<file path="src/rtl/axil_periph_decoder.sv">
// axil_periph_decoder: AXI4-Lite 1-to-NUM_SLV address decoder.
// One write and one read in flight at a time, on independent FSMs.
// Lowest-index matching window wins; the decode is registered when the address is captured.
// Optional macro AXIL_DEC_DECERR_EN: unmatched addresses are answered locally with DECERR.
// Without it, unmatched addresses go to port NUM_SLV-1 (the default slave).
module axil_periph_decoder #(
    parameter int NUM_SLV        = 2,
    parameter int AXI_ADDR_WIDTH = 32,
    parameter int AXI_DATA_WIDTH = 32,
    parameter logic [NUM_SLV*AXI_ADDR_WIDTH-1:0] SLV_BASE = {32'h1000_0000, 32'h0200_0000},
    parameter logic [NUM_SLV*AXI_ADDR_WIDTH-1:0] SLV_MASK = {32'hFFFF_0000, 32'hFFFF_0000}
) (
    input  logic                                  s_axi_aclk,
    input  logic                                  s_axi_aresetn,
    // upstream write address / data / response
    input  logic [AXI_ADDR_WIDTH-1:0]             s_axi_awaddr,
    input  logic [2:0]                            s_axi_awprot,
    input  logic                                  s_axi_awvalid,
    output logic                                  s_axi_awready,
    input  logic [AXI_DATA_WIDTH-1:0]             s_axi_wdata,
    input  logic [AXI_DATA_WIDTH/8-1:0]           s_axi_wstrb,
    input  logic                                  s_axi_wvalid,
    output logic                                  s_axi_wready,
    output logic [1:0]                            s_axi_bresp,
    output logic                                  s_axi_bvalid,
    input  logic                                  s_axi_bready,
    // upstream read address / data
    input  logic [AXI_ADDR_WIDTH-1:0]             s_axi_araddr,
    input  logic [2:0]                            s_axi_arprot,
    input  logic                                  s_axi_arvalid,
    output logic                                  s_axi_arready,
    output logic [AXI_DATA_WIDTH-1:0]             s_axi_rdata,
    output logic [1:0]                            s_axi_rresp,
    output logic                                  s_axi_rvalid,
    input  logic                                  s_axi_rready,
    // downstream per-port channels
    output logic [NUM_SLV*AXI_ADDR_WIDTH-1:0]     m_axi_awaddr,
    output logic [NUM_SLV*3-1:0]                  m_axi_awprot,
    output logic [NUM_SLV-1:0]                    m_axi_awvalid,
    input  logic [NUM_SLV-1:0]                    m_axi_awready,
    output logic [NUM_SLV*AXI_DATA_WIDTH-1:0]     m_axi_wdata,
    output logic [NUM_SLV*AXI_DATA_WIDTH/8-1:0]   m_axi_wstrb,
    output logic [NUM_SLV-1:0]                    m_axi_wvalid,
    input  logic [NUM_SLV-1:0]                    m_axi_wready,
    input  logic [NUM_SLV*2-1:0]                  m_axi_bresp,
    input  logic [NUM_SLV-1:0]                    m_axi_bvalid,
    output logic [NUM_SLV-1:0]                    m_axi_bready,
    output logic [NUM_SLV*AXI_ADDR_WIDTH-1:0]     m_axi_araddr,
    output logic [NUM_SLV*3-1:0]                  m_axi_arprot,
    output logic [NUM_SLV-1:0]                    m_axi_arvalid,
    input  logic [NUM_SLV-1:0]                    m_axi_arready,
    input  logic [NUM_SLV*AXI_DATA_WIDTH-1:0]     m_axi_rdata,
    input  logic [NUM_SLV*2-1:0]                  m_axi_rresp,
    input  logic [NUM_SLV-1:0]                    m_axi_rvalid,
    output logic [NUM_SLV-1:0]                    m_axi_rready
);

    localparam int AW  = AXI_ADDR_WIDTH;
    localparam int DW  = AXI_DATA_WIDTH;
    localparam int STW = DW / 8;
    localparam int SW  = (NUM_SLV > 1) ? $clog2(NUM_SLV) : 1;

`ifdef AXIL_DEC_DECERR_EN
    localparam bit DECERR_EN = 1'b1;
`else
    localparam bit DECERR_EN = 1'b0;
`endif

    typedef struct packed {
        logic [SW-1:0] sel;
        logic          loc;   // answer locally with DECERR
    } dec_t;

    typedef enum logic [1:0] {W_IDLE, W_FWD, W_RESP, W_BACK} w_state_t;
    typedef enum logic [1:0] {R_IDLE, R_FWD, R_WAIT, R_BACK} r_state_t;

    // Scan downward so the lowest matching index is the one left standing.
    function automatic dec_t decode(input logic [AW-1:0] a);
        dec_t d;
        logic hit;
        hit   = 1'b0;
        d.sel = SW'(NUM_SLV - 1);
        for (int i = NUM_SLV - 1; i >= 0; i--) begin
            if ((a & SLV_MASK[i*AW +: AW]) == SLV_BASE[i*AW +: AW]) begin
                d.sel = SW'(i);
                hit   = 1'b1;
            end
        end
        d.loc = DECERR_EN & ~hit;
        return d;
    endfunction

    function automatic logic [NUM_SLV-1:0] onehot(input logic [SW-1:0] s);
        logic [NUM_SLV-1:0] v;
        v    = '0;
        v[s] = 1'b1;
        return v;
    endfunction

    // write path state
    w_state_t           w_state;
    logic               aw_held, w_held;
    logic [AW-1:0]      aw_addr_q;
    logic [2:0]         aw_prot_q;
    logic [DW-1:0]      wdata_q;
    logic [STW-1:0]     wstrb_q;
    logic [SW-1:0]      w_sel;
    logic               w_loc;
    logic               awready_q, wready_q, bvalid_q;
    logic [1:0]         bresp_q;
    logic [NUM_SLV-1:0] m_awvalid_q, m_wvalid_q, m_bready_q;

    // read path state
    r_state_t           r_state;
    logic [AW-1:0]      ar_addr_q;
    logic [2:0]         ar_prot_q;
    logic [SW-1:0]      r_sel;
    logic               arready_q, rvalid_q;
    logic [DW-1:0]      rdata_q;
    logic [1:0]         rresp_q;
    logic [NUM_SLV-1:0] m_arvalid_q, m_rready_q;

    dec_t          wdec, rdec;
    logic          aw_now, w_now, go_loc, aw_done, w_done;
    logic [SW-1:0] go_sel;

    assign wdec    = decode(s_axi_awaddr);
    assign rdec    = decode(s_axi_araddr);
    // A beat counts as held once captured, or when it is being captured this cycle.
    assign aw_now  = aw_held | (s_axi_awvalid & awready_q);
    assign w_now   = w_held  | (s_axi_wvalid  & wready_q);
    assign go_sel  = aw_held ? w_sel : wdec.sel;
    assign go_loc  = aw_held ? w_loc : wdec.loc;
    assign aw_done = ~m_awvalid_q[w_sel] | m_axi_awready[w_sel];
    assign w_done  = ~m_wvalid_q[w_sel]  | m_axi_wready[w_sel];

    // Write FSM: collect AW and W in any order, forward, relay B.
    always_ff @(posedge s_axi_aclk or negedge s_axi_aresetn) begin
        if (!s_axi_aresetn) begin
            w_state     <= W_IDLE;
            aw_held     <= 1'b0;
            w_held      <= 1'b0;
            aw_addr_q   <= '0;
            aw_prot_q   <= '0;
            wdata_q     <= '0;
            wstrb_q     <= '0;
            w_sel       <= '0;
            w_loc       <= 1'b0;
            awready_q   <= 1'b0;
            wready_q    <= 1'b0;
            bvalid_q    <= 1'b0;
            bresp_q     <= 2'b00;
            m_awvalid_q <= '0;
            m_wvalid_q  <= '0;
            m_bready_q  <= '0;
        end else begin
            case (w_state)
                W_IDLE: begin
                    if (s_axi_awvalid && awready_q) begin
                        aw_addr_q <= s_axi_awaddr;
                        aw_prot_q <= s_axi_awprot;
                        w_sel     <= wdec.sel;
                        w_loc     <= wdec.loc;
                        aw_held   <= 1'b1;
                        awready_q <= 1'b0;
                    end else if (!aw_held) begin
                        awready_q <= 1'b1;
                    end
                    if (s_axi_wvalid && wready_q) begin
                        wdata_q  <= s_axi_wdata;
                        wstrb_q  <= s_axi_wstrb;
                        w_held   <= 1'b1;
                        wready_q <= 1'b0;
                    end else if (!w_held) begin
                        wready_q <= 1'b1;
                    end
                    if (aw_now && w_now) begin
                        aw_held   <= 1'b0;
                        w_held    <= 1'b0;
                        awready_q <= 1'b0;
                        wready_q  <= 1'b0;
                        if (go_loc) begin
                            bresp_q  <= 2'b11;
                            bvalid_q <= 1'b1;
                            w_state  <= W_BACK;
                        end else begin
                            m_awvalid_q <= onehot(go_sel);
                            m_wvalid_q  <= onehot(go_sel);
                            w_state     <= W_FWD;
                        end
                    end
                end
                W_FWD: begin
                    if (m_axi_awready[w_sel]) m_awvalid_q <= '0;
                    if (m_axi_wready[w_sel])  m_wvalid_q  <= '0;
                    if (aw_done && w_done) begin
                        m_bready_q <= onehot(w_sel);
                        w_state    <= W_RESP;
                    end
                end
                W_RESP: begin
                    if (m_axi_bvalid[w_sel]) begin
                        bresp_q    <= m_axi_bresp[int'(w_sel)*2 +: 2];
                        m_bready_q <= '0;
                        bvalid_q   <= 1'b1;
                        w_state    <= W_BACK;
                    end
                end
                W_BACK: begin
                    if (s_axi_bready) begin
                        bvalid_q  <= 1'b0;
                        awready_q <= 1'b1;
                        wready_q  <= 1'b1;
                        w_state   <= W_IDLE;
                    end
                end
                default: w_state <= W_IDLE;
            endcase
        end
    end

    // Read FSM: capture AR, forward, relay R (or answer locally).
    always_ff @(posedge s_axi_aclk or negedge s_axi_aresetn) begin
        if (!s_axi_aresetn) begin
            r_state     <= R_IDLE;
            ar_addr_q   <= '0;
            ar_prot_q   <= '0;
            r_sel       <= '0;
            arready_q   <= 1'b0;
            rvalid_q    <= 1'b0;
            rdata_q     <= '0;
            rresp_q     <= 2'b00;
            m_arvalid_q <= '0;
            m_rready_q  <= '0;
        end else begin
            case (r_state)
                R_IDLE: begin
                    if (s_axi_arvalid && arready_q) begin
                        ar_addr_q <= s_axi_araddr;
                        ar_prot_q <= s_axi_arprot;
                        r_sel     <= rdec.sel;
                        arready_q <= 1'b0;
                        if (rdec.loc) begin
                            rdata_q  <= '0;
                            rresp_q  <= 2'b11;
                            rvalid_q <= 1'b1;
                            r_state  <= R_BACK;
                        end else begin
                            m_arvalid_q <= onehot(rdec.sel);
                            r_state     <= R_FWD;
                        end
                    end else begin
                        arready_q <= 1'b1;
                    end
                end
                R_FWD: begin
                    if (m_axi_arready[r_sel]) begin
                        m_arvalid_q <= '0;
                        m_rready_q  <= onehot(r_sel);
                        r_state     <= R_WAIT;
                    end
                end
                R_WAIT: begin
                    if (m_axi_rvalid[r_sel]) begin
                        rdata_q    <= m_axi_rdata[int'(r_sel)*DW +: DW];
                        rresp_q    <= m_axi_rresp[int'(r_sel)*2 +: 2];
                        m_rready_q <= '0;
                        rvalid_q   <= 1'b1;
                        r_state    <= R_BACK;
                    end
                end
                R_BACK: begin
                    if (s_axi_rready) begin
                        rvalid_q  <= 1'b0;
                        arready_q <= 1'b1;
                        r_state   <= R_IDLE;
                    end
                end
                default: r_state <= R_IDLE;
            endcase
        end
    end

    // Payload is broadcast to every port; only the selected port sees a valid.
    assign m_axi_awaddr  = {NUM_SLV{aw_addr_q}};
    assign m_axi_awprot  = {NUM_SLV{aw_prot_q}};
    assign m_axi_wdata   = {NUM_SLV{wdata_q}};
    assign m_axi_wstrb   = {NUM_SLV{wstrb_q}};
    assign m_axi_araddr  = {NUM_SLV{ar_addr_q}};
    assign m_axi_arprot  = {NUM_SLV{ar_prot_q}};
    assign m_axi_awvalid = m_awvalid_q;
    assign m_axi_wvalid  = m_wvalid_q;
    assign m_axi_bready  = m_bready_q;
    assign m_axi_arvalid = m_arvalid_q;
    assign m_axi_rready  = m_rready_q;

    assign s_axi_awready = awready_q;
    assign s_axi_wready  = wready_q;
    assign s_axi_bvalid  = bvalid_q;
    assign s_axi_bresp   = bresp_q;
    assign s_axi_arready = arready_q;
    assign s_axi_rvalid  = rvalid_q;
    assign s_axi_rdata   = rdata_q;
    assign s_axi_rresp   = rresp_q;

endmodule

</file>
<file path="config.mk">
export PLATFORM = sky130hd
export DESIGN_NAME = axil_periph_decoder
export DESIGN_NICKNAME = d
export VERILOG_FILES = /design/src/rtl/axil_periph_decoder.sv
export SDC_FILE = /design/constraint.sdc
export NUM_CORES = 1
export LEC_CHECK = 0
export BUFFER_PORTS_ARGS = -buffer_cell sky130_fd_sc_hd__buf_2
export CELL_PAD_IN_SITES_DETAIL_PLACEMENT = 0
export CELL_PAD_IN_SITES_GLOBAL_PLACEMENT = 1
export CORE_AREA = 4 4 178 180
export DETAILED_ROUTE_END_ITERATION = 10
export DIE_AREA = 0 0 182 184
export HOLD_SLACK_MARGIN = 0.02
export PLACE_DENSITY_LB_ADDON = 0.1
export SLEW_MARGIN = 20
export SYNTH_ARGS = -nofsm -noshare
export SYNTH_HDL_FRONTEND = slang
export SYNTH_SLANG_ARGS = --single-unit
</file>
<file path="constraint.sdc">
create_clock -name s_axi_aclk -period 5.1 [get_ports s_axi_aclk]
set_input_delay 1.02 -clock s_axi_aclk [delete_from_list [all_inputs] [get_ports s_axi_aclk]]
set_output_delay 1.02 -clock s_axi_aclk [all_outputs]
set_load 0.1 [all_outputs]
</file>
==> impl_metrics.yaml, run 1 <==
synth:
  synth_fp_nets: 831
  ys_ff_latch: 165
  yosys_warnings: 0
  synth_top_area_cell: "dfrtp_1"
  yosys-top-cells-area: "dfrtp_1 53%, mux2_1 16%, buf_4 10%"
  syn-cell-area_sq_um: 7740
  netlist_instances: 625
  ys_seq_area_share_pct: 53.4
  syn_avg_cell_area_sq_um: 12.4
  yosysTopAreaCellShare_pct: 53.4
  synth_cell_types: 38
placed_design:
  hpwl_microns: 17500
  place_congestion: 0.735
  placed_area_sq_um: 9680
  port_buffers: 457
sta:
  fin_crit_sh_pct: 52.4
  tightest_slew_ns: 0.944
  skew_ns: 0.0138
  timing.fmax_mhz: 374
  max-slew-margin-rel_pct: 37.0
  finalHoldViolations: 0
  setup_viol: 0
  hold-worst-slack_ns: 0.478
  period_minus_slack_ns: 2.67
  maxSlewViolCount: 0
  rsz0062_at_grt: "no"
  tns_ns: 0
global_route:
  antenna_found_initial: 6
  grt_use_total_pct: 12.8
  grt_pass1_wl_microns: 33800
  overflow: 0
  grt_max_degree: 91
  grt_pass1_vias: 5888
min_path:
  hold_start: "s_axi_rdata[23]"
  hold_path_class: "register to register"
cts:
  cts_num_sinks: 165
  clk_pin_slew_ns: 0.07
  cts-root-buf: "clkbuf_16"
  cts_tree: "done"
  htree_levels: 4
  cts_hold_buffers: 0
  cts_setup_buffers: 0
  cts_buffers: 17
  post_cts_resize_count: 0
  insertion_delay_ns: 0.42
  cts_buffer_depth: 2
die:
  rows: 64
  design.portCount: 458
  initial_core_util_pct: 25.6
  die-area_sq_um: 33500
  fp.dieW_microns: 182
  dieHeight_microns: 184
  core_sq_um: 30200
cells_and_area:
  fin_nets: 1182
  final_cell_mix: "456 x buf_2, 164 x dfrtp_1, 111 x mux2_1, 48 x nand2_1, 44 x mux2i_1"
  final_cell_area_sq_um: 10300
  final_common_cell: "buf_2"
  drive_above_1_share_pct: 50.4
  antenna_cells: 0
  area.growth.synth_to_final_pct: 32.6
  nFillCells: 3158
worst_setup_path:
  critPathArrivalTime_ns: 2.96
  endpoint_kind: "register"
  cpPeakStageDelay_ns: 0.85
  r2r-start: "w_state[0]"
  crit_chain: "inv_1, ha_1, nand3_2, mux2_1"
  slowest_stage: "nand3_2"
  cp-startpoint: "w_state[0]"
  critPathMaxFanout: 36
  crit_path_start_kind: "register"
  cp.required_ns: 5.39
  critical_path_class: "register to register"
detailed_routing:
  viasPerCell: 4.11
  totalWireLength_microns: 22500
  dr.pass1.iters: 4
  route.met3.wl_microns: 1720
  dr_wl_met2_microns: 11700
  vias: 5697
  wl_per_cell_microns: 16.2
  drtAntennaViolNets: 0
  drtIter0Drc: 154
  wl_met1_microns: 8770
  highest_layer: "met5"
  drc: 0
status:
  outcome: "completed"
flow_run:
  cap_viol_max_count: 0
==> registers in the layout, summed over array words and instances, names as in the netlist, 3 cells and up <==
register / cells
s_axi_rdata: 32
ar_prot_q: 3
wstrb_q: 4
wdata_q: 32
aw_addr_q: 32
ar_addr_q: 32
aw_prot_q: 3
==> cells in the mapped netlist <==
master / instances
a21o_1: 6
o311a_1: 1
dfrtp_1: 165
o32a_1: 2
a221o_1: 1
buf_2: 13
nor4_1: 6
clkbuf_1: 6
ha_1: 11
mux2i_1: 44
nor2_1: 4
a311oi_1: 2
a22oi_1: 3
nand3_1: 4
nor3_2: 1
nor2b_1: 7
o32ai_1: 1
a41oi_1: 2
nor4b_1: 3
nand2_1: 48
nor3_1: 1
nand2b_1: 1
mux2_1: 111
o221ai_1: 1
o22ai_1: 1
o21ai_1: 36
a31oi_1: 3
buf_6: 1
o21ai_0: 8
a21oi_1: 7
inv_1: 9
buf_1: 3
a21bo_1: 2
or4_1: 1
clkinv_1: 1
o41ai_1: 2
nand4_1: 1
buf_4: 106
==> path summary, 6_finish.rpt <==
path,endpoint,slack (ns),cells after the start
max reg2reg,wdata_q[22],2.43,4
max in group asynchronous,m_axi_wvalid[0],3.49,2
max,wdata_q[22],2.43,4
min,s_axi_rdata[23],0.48,2
min reg2reg,s_axi_rdata[23],0.48,2
min in group asynchronous,ar_addr_q[1],0.60,1
==> per-stage QoR <==
stage	utilization (%)	worst slack (ns)	std cells
floorplan	-	2.74	625
global placement	32.1	2.27	1353
detailed placement	32.1	2.24	1353
CTS	33.9	2.26	1385
global route	34.0	2.15	1385
finish	34.0	2.43	1385
==> layer usage <==
metal	vias to the layer above	global-route usage [%]
li1	2777	-
met5	-	0
met2	215	23.1
met1	2674	14.8
met3	19	4.25
met4	12	2.94
==> logic make-up after synthesis <==
kind of cell,after synthesis,share of synthesized area [%]
multiplexers,155,21.9
AND/OR/NAND/NOR,77,4.63
buffers and inverters,139,12.2
AO/OA/AOI/OAI,78,6.18
adder cells (fa/ha/maj),11,1.78
flip-flops,165,53.4
==> worst max-delay path: cells and delay by family, from the launching register on <==
| family | cells | cell delay, ns |
|---|---|---|
| and+or+nand+nor | 1 | 0.85 |
| muxes | 1 | 0.61 |
| adders and majority gates | 1 | 0.51 |
| DFF | 1 | 0.42 |
| buffers and inverters | 1 | 0.13 |
==> area by class of cell <==
type / count / area [sq um] / area share (%)
Inverter: 10 / 37.5 / 0.366
Multi-Input combinational cell: 321 / 2690 / 26.2
Sequential cell: 165 / 4130 / 40.3
Clock buffer: 20 / 457 / 4.45
Timing Repair Buffer: 461 / 2340 / 22.8
Clock inverter: 12 / 111 / 1.09
Tap cell: 396 / 495 / 4.83
Power of run 1 is not shown: default switching activity piles up to over one toggle a cycle in this logic, so the estimate is an artifact.
==> inputs of run 2 (changes only) <==
--- a/config.mk
+++ b/config.mk
@@ -8,9 +8,9 @@
 export BUFFER_PORTS_ARGS = -buffer_cell sky130_fd_sc_hd__buf_2
 export CELL_PAD_IN_SITES_DETAIL_PLACEMENT = 0
 export CELL_PAD_IN_SITES_GLOBAL_PLACEMENT = 1
-export CORE_AREA = 4 4 178 180
+export CORE_AREA = 4 4 174 176
 export DETAILED_ROUTE_END_ITERATION = 10
-export DIE_AREA = 0 0 182 184
+export DIE_AREA = 0 0 178 180
 export HOLD_SLACK_MARGIN = 0.02
 export PLACE_DENSITY_LB_ADDON = 0.1
 export SLEW_MARGIN = 20
==> constraint.sdc (replaced) <==
create_clock -name s_axi_aclk -period 2.3 [get_ports s_axi_aclk]
set_input_delay 0.46 -clock s_axi_aclk [delete_from_list [all_inputs] [get_ports s_axi_aclk]]
set_output_delay 0.46 -clock s_axi_aclk [all_outputs]
set_load 0.1 [all_outputs]
==> impl_metrics.yaml, run 2 (synthesis results as in run 1) <==
status:
  outcome: "completed"
cts:
  cts_num_sinks: 165
  htree_levels: 4
  post_cts_resize_count: 0
  cts_tree: "done"
  cts_buffers: 17
  cts-root-buf: "clkbuf_16"
  cts_buffer_depth: 2
  insertion_delay_ns: 0.42
  clk_pin_slew_ns: 0.08
placed_design:
  port_buffers: 457
  place_congestion: 0.712
  hpwl_microns: 19100
detailed_routing:
  vias: 5860
  drtAntennaViolNets: 0
  dr.pass1.iters: 4
  wl_per_cell_microns: 17.3
  viasPerCell: 4.22
  drtIter0Drc: 228
  drc: 0
  totalWireLength_microns: 23900
global_route:
  overflow: 0
  antenna_found_initial: 4
  grt_pass1_vias: 5894
  grt_use_total_pct: 14.3
  grt_max_degree: 68
  grt_pass1_wl_microns: 35300
sta:
  setup_viol: 0
  skew_ns: 0.0108
  finalHoldViolations: 0
  hold-worst-slack_ns: 0.238
  tightest_slew_ns: 0.580
  rsz0062_at_grt: "no"
  timing.fmax_mhz: 538
  max-slew-margin-rel_pct: 61.3
  tns_ns: 0
  period_minus_slack_ns: 1.86
  maxSlewViolCount: 0
  fin_crit_sh_pct: 80.8
die:
  die-area_sq_um: 32000
  core_sq_um: 28600
  design.portCount: 458
  rows: 62
  dieHeight_microns: 180
  fp.dieW_microns: 178
  initial_core_util_pct: 27.0
flow_run:
  cap_viol_max_count: 0
worst_setup_path:
  critical_path_class: "register to output pin"
  crit_chain: "buf_2"
  endpoint_kind: "output pin"
  crit_family: "buffers and inverters"
  critPathArrivalTime_ns: 1.40
  critPathMaxFanout: 7
  cp.required_ns: 1.84
  crit_path_start_kind: "register"
  cpPeakStageDelay_ns: 0.50
  path_buf_inv: 1
  slowest_stage: "buf_2"
min_path:
  hold_path_class: "primary input to register"
cells_and_area:
  final_cell_mix: "456 x buf_2, 164 x dfrtp_1, 111 x mux2_1, 48 x nand2_1, 44 x mux2i_1"
  nFillCells: 2942
  fin_nets: 1193
  area.growth.synth_to_final_pct: 34.3
  drive_above_1_share_pct: 50.9
  final_common_cell: "buf_2"
[run 2: changes by cell type in the layout (fill, tap and decap cells not counted)]
| cell | previous run | this run |
|---|---|---|
| clkbuf_1 | 1 | 0 |
| clkinv_4 | 5 | 2 |
| nand3_4 | 1 | 0 |
| clkbuf_8 | 2 | 1 |
| inv_6 | 3 | 4 |
| inv_8 | 3 | 4 |
| buf_4 | 3 | 9 |
| diode_2 | 0 | 4 |
| dlygate4sd3_1 | 0 | 1 |
| nand3_2 | 2 | 3 |
| clkinv_2 | 0 | 1 |
| bufinv_16 | 0 | 1 |
| buf_12 | 1 | 5 |
[run 2: timing repair]
action / in CTS / in global routing
hold buffers: 1 / 0
hold endpoints to repair: 43 / 0
endpoints found under the setup margin: 0 / 0
setup buffers: 0 / 0
[run 2: metrics by stage]
| step | cells | util [%] | instance area [sq um] | setup slack [ns] |
|---|---|---|---|---|
| finish | 1387 | 36.3 | 10400 | 0.442 |
| global route | 1385 | 36.3 | 10400 | 0.257 |
| CTS | 1383 | 36.3 | 10400 | 0.413 |
| detailed placement | 1351 | 34.2 | 9790 | 0.342 |
| global placement | 1351 | 34.2 | 9790 | 0.395 |
| floorplan | 625 | - | 7740 | 0.127 |
[run 2: worst paths after layout]
| check | cells past startpoint | to | slack, ns | startpoint |
|---|---|---|---|---|
| max in group asynchronous | 3 | s_axi_rdata[27] | 1.09 | s_axi_aresetn |
| worst min register to register | 2 | s_axi_rdata[17] | 0.48 | s_axi_rdata[17] |
| worst max register to register | 7 | m_axi_arvalid[0] | 0.45 | r_state[1] |
| worst min-delay path | 2 | ar_prot_q[0] | 0.24 | s_axi_arprot[0] |
| min in group asynchronous | 2 | s_axi_bresp[0] | 0.57 | s_axi_aresetn |
| worst max-delay path | 1 | s_axi_awready | 0.44 | s_axi_awready |
[run 2: per-layer routing]
layer,global-route usage [%],up-vias,routed length (microns)
met3,4.37,23,2050
li1,-,2810,-
met2,25.0,268,12000
met4,4.18,4,344
met5,0,-,21
met1,16.9,2755,9510
[run 2: area by class of cell]
cell class                      instances  area (sq um)  share of cell area (%)
Sequential cell                       165          4130                    39.8
Clock buffer                           18           439                    4.23
Antenna cell                            4          10.0                  0.0963
Timing Repair Buffer                  472          2470                    23.8
Tap cell                              384           480                    4.62
Clock inverter                         13           140                    1.35
Multi-Input combinational cell        321          2680                    25.8
Inverter                               10          37.5                   0.361
[run 2: worst reg2reg max path: cells and delay by family (launching register included)]
kind            cells  cell delay, ns
fa+ha+maj           1            0.29
buf+inv             2            0.32
simple gates        2            0.51
flops               1            0.42
compound gates      2            0.24
Power of run 2 is left out for the same reason.
==> inputs of run 3 (changes only) <==
--- a/config.mk
+++ b/config.mk
@@ -5,12 +5,13 @@
 export SDC_FILE = /design/constraint.sdc
 export NUM_CORES = 1
 export LEC_CHECK = 0
+export ABC_AREA = 1
 export BUFFER_PORTS_ARGS = -buffer_cell sky130_fd_sc_hd__buf_2
 export CELL_PAD_IN_SITES_DETAIL_PLACEMENT = 0
 export CELL_PAD_IN_SITES_GLOBAL_PLACEMENT = 1
-export CORE_AREA = 4 4 174 176
+export CORE_MARGIN = 4
+export CORE_UTILIZATION = 28
 export DETAILED_ROUTE_END_ITERATION = 10
-export DIE_AREA = 0 0 178 180
 export HOLD_SLACK_MARGIN = 0.02
 export PLACE_DENSITY_LB_ADDON = 0.1
 export SLEW_MARGIN = 20
==> constraint.sdc (replaced) <==
create_clock -name s_axi_aclk -period 1.6 [get_ports s_axi_aclk]
set_input_delay 0.32 -clock s_axi_aclk [delete_from_list [all_inputs] [get_ports s_axi_aclk]]
set_output_delay 0.32 -clock s_axi_aclk [all_outputs]
set_load 0.1 [all_outputs]
==> impl_metrics.yaml, run 3 <==
die:
  core_sq_um: 27900
  fp.dieW_microns: 176
  design.portCount: 458
  initial_core_util_pct: 28.5
  rows: 61
  dieHeight_microns: 176
  die-area_sq_um: 31100
sta:
  timing.fmax_mhz: 632
  period_minus_slack_ns: 1.58
  hold-worst-slack_ns: 0.0881
  maxSlewViolCount: 0
  tightest_slew_ns: 0.521
  max-slew-margin-rel_pct: 65.5
  finalHoldViolations: 0
  rsz0062_at_grt: "yes"
  fin_crit_sh_pct: 98.9
  skew_ns: 0.00931
  final.setup.worst_slack_ns: 0.0182
  setup_viol: 0
worst_setup_path:
  critical_path_class: "register to output pin"
  cp-startpoint: "aw_addr_q[29]"
  slowest_stage: "buf_2"
  r2r-start: "r_state[0]"
  crit_family: "buffers and inverters"
  worstSetupEndpoint: "m_axi_awaddr[29]"
  endpoint_kind: "output pin"
  r2r-end: "s_axi_rdata[6]"
  critPathMaxFanout: 3
  crit_chain: "buf_2"
  critPathArrivalTime_ns: 1.26
  cp.required_ns: 1.28
  r2r.worst_path.cells: 8
  cpPeakStageDelay_ns: 0.44
  r2r_slack_ns: 0.08
  path_buf_inv: 1
  cp.depth: 1
  crit_path_start_kind: "register"
detailed_routing:
  dr.pass1.iters: 4
  drtIter0Drc: 305
  drc: 0
  viasPerCell: 4.19
  vias: 7279
  wl_per_cell_microns: 15.5
  drtAntennaViolNets: 0
  totalWireLength_microns: 26900
synth:
  synthArstFlopShare_pct: 100
  synth_cell_types: 25
  ys_top_cells_by_count: "446 x nand2_1, 165 x dfrtp_1, 114 x buf_4, 61 x nor2_1, 43 x inv_1"
  ys_seq_area_share_pct: 52.0
  synth_fp_nets: 1176
  yosys-top-cells-area: "dfrtp_1 52%, nand2_1 21%, buf_4 11%"
  netlist_instances: 970
  yosys_warnings: 0
  ys_ff_latch: 165
  synth_edf_count: 0
  syn-cell-area_sq_um: 7950
  syn_avg_cell_area_sq_um: 8.19
  yosysTopAreaCellShare_pct: 52.0
  ys.flop_type: "dfrtp_1"
  synth_top_area_cell: "dfrtp_1"
  synth_most_common_cell: "nand2_1"
cts:
  htree_levels: 4
  cts_tree: "done"
  cts_buffers: 17
  clk_pin_slew_ns: 0.08
  cts-root-buf: "clkbuf_16"
  insertion_delay_ns: 0.42
  cts_buffer_depth: 2
  cts_num_sinks: 165
placed_design:
  placed_area_sq_um: 10200
  hpwl_microns: 20300
  port_buffers: 457
  placed_cells: 1692
  place_congestion: 0.773
  post-place-ws_ns: -0.0679
cells_and_area:
  fin_nets: 1548
  fin_cells: 1737
  area.growth.synth_to_final_pct: 40.9
  drive_above_1_share_pct: 48.6
  final_cell_mix: "445 x nand2_1, 373 x buf_2, 109 x dfrtp_2, 62 x clkbuf_4, 56 x nor2_1"
  nFillCells: 2965
  final_common_cell: "nand2_1"
  final_cell_area_sq_um: 11200
status:
  outcome: "completed"
global_route:
  grt_max_degree: 51
  grt_pass1_vias: 7206
  grt_pass1_wl_microns: 40400
  overflow: 0
  antenna_found_initial: 6
  grt_use_total_pct: 16.5
flow_run:
  cap_viol_max_count: 0
min_path:
  hold_path_class: "primary input to register"
-- run 3: changes by cell type in the layout (fill, tap and decap cells not counted), sizes merged, moves of 15 or more --
cell    before  now
o21ai       44   29
buf        471  431
a31oi        3   34
clkbuf      18   84
inv         17   55
nor2         4   62
mux2       111    0
mux2i       44    0
nand2       48  448
-- run 3: stage by stage --
step,TNS (ns),util (%)
after floorplan,0,-
after global placement,-0.0206,36.6
after detailed placement,-0.722,36.6
after CTS,-0.0838,39.0
after global routing,-0.104,40.2
final,0,40.2
-- run 3: metal layers --
metal,GRT usage (%),part of all wire (%)
met5,0,0.078
met4,4.26,1.1
met1,21.3,42
met3,4.28,6.8
met2,27.6,50
-- run 3: what timing repair did --
item | 4_1_cts | 5_1_grt
endpoints found under the hold margin | 20 | 0
hold buffers | 1 | 0
gates cloned | 1 | 2
resized for setup | 24 | 83
setup endpoints to repair | 58 | 166
pin swaps | 0 | 3
setup buffers | 1 | 4
-- run 3: cell families (layout without fill, tap and decap cells) --
| kind of cell | after synthesis | in the layout | synth area share [%] |
|---|---|---|---|
| compound gates | 71 | 71 | 5.34 |
| fa+ha+maj | 11 | 11 | 1.73 |
| buf+inv | 190 | 575 | 15.1 |
| flops | 165 | 165 | 52.0 |
| other cells | 0 | 4 | 0 |
| simple gates | 533 | 533 | 25.8 |
-- run 3: area by class of cell --
cell class,instances,area (sq um),share of cell area (%)
Clock inverter,12,111,0.995
Sequential cell,165,4270,38.2
Multi-Input combinational cell,615,2680,24.0
Clock buffer,20,457,4.08
Timing Repair Buffer,496,3010,26.9
Tap cell,378,473,4.22
Antenna cell,4,10.0,0.0894
Inverter,47,181,1.62
-- run 3: worst min-delay path by stage --
stage                                start       endpoint  slack, ns  cells past startpoint
after floorplan              s_axi_aresetn   ar_addr_q[0]       0.02                      0
after global placement       s_axi_aresetn   aw_addr_q[2]       0.23                      1
after detailed placement     s_axi_aresetn   aw_addr_q[9]       0.23                      1
after CTS                 s_axi_araddr[11]  ar_addr_q[11]       0.07                      3
after global routing       s_axi_awaddr[9]   aw_addr_q[9]       0.07                      3
final                     s_axi_araddr[11]  ar_addr_q[11]       0.09                      3
Power of run 3 is left out for the same reason.
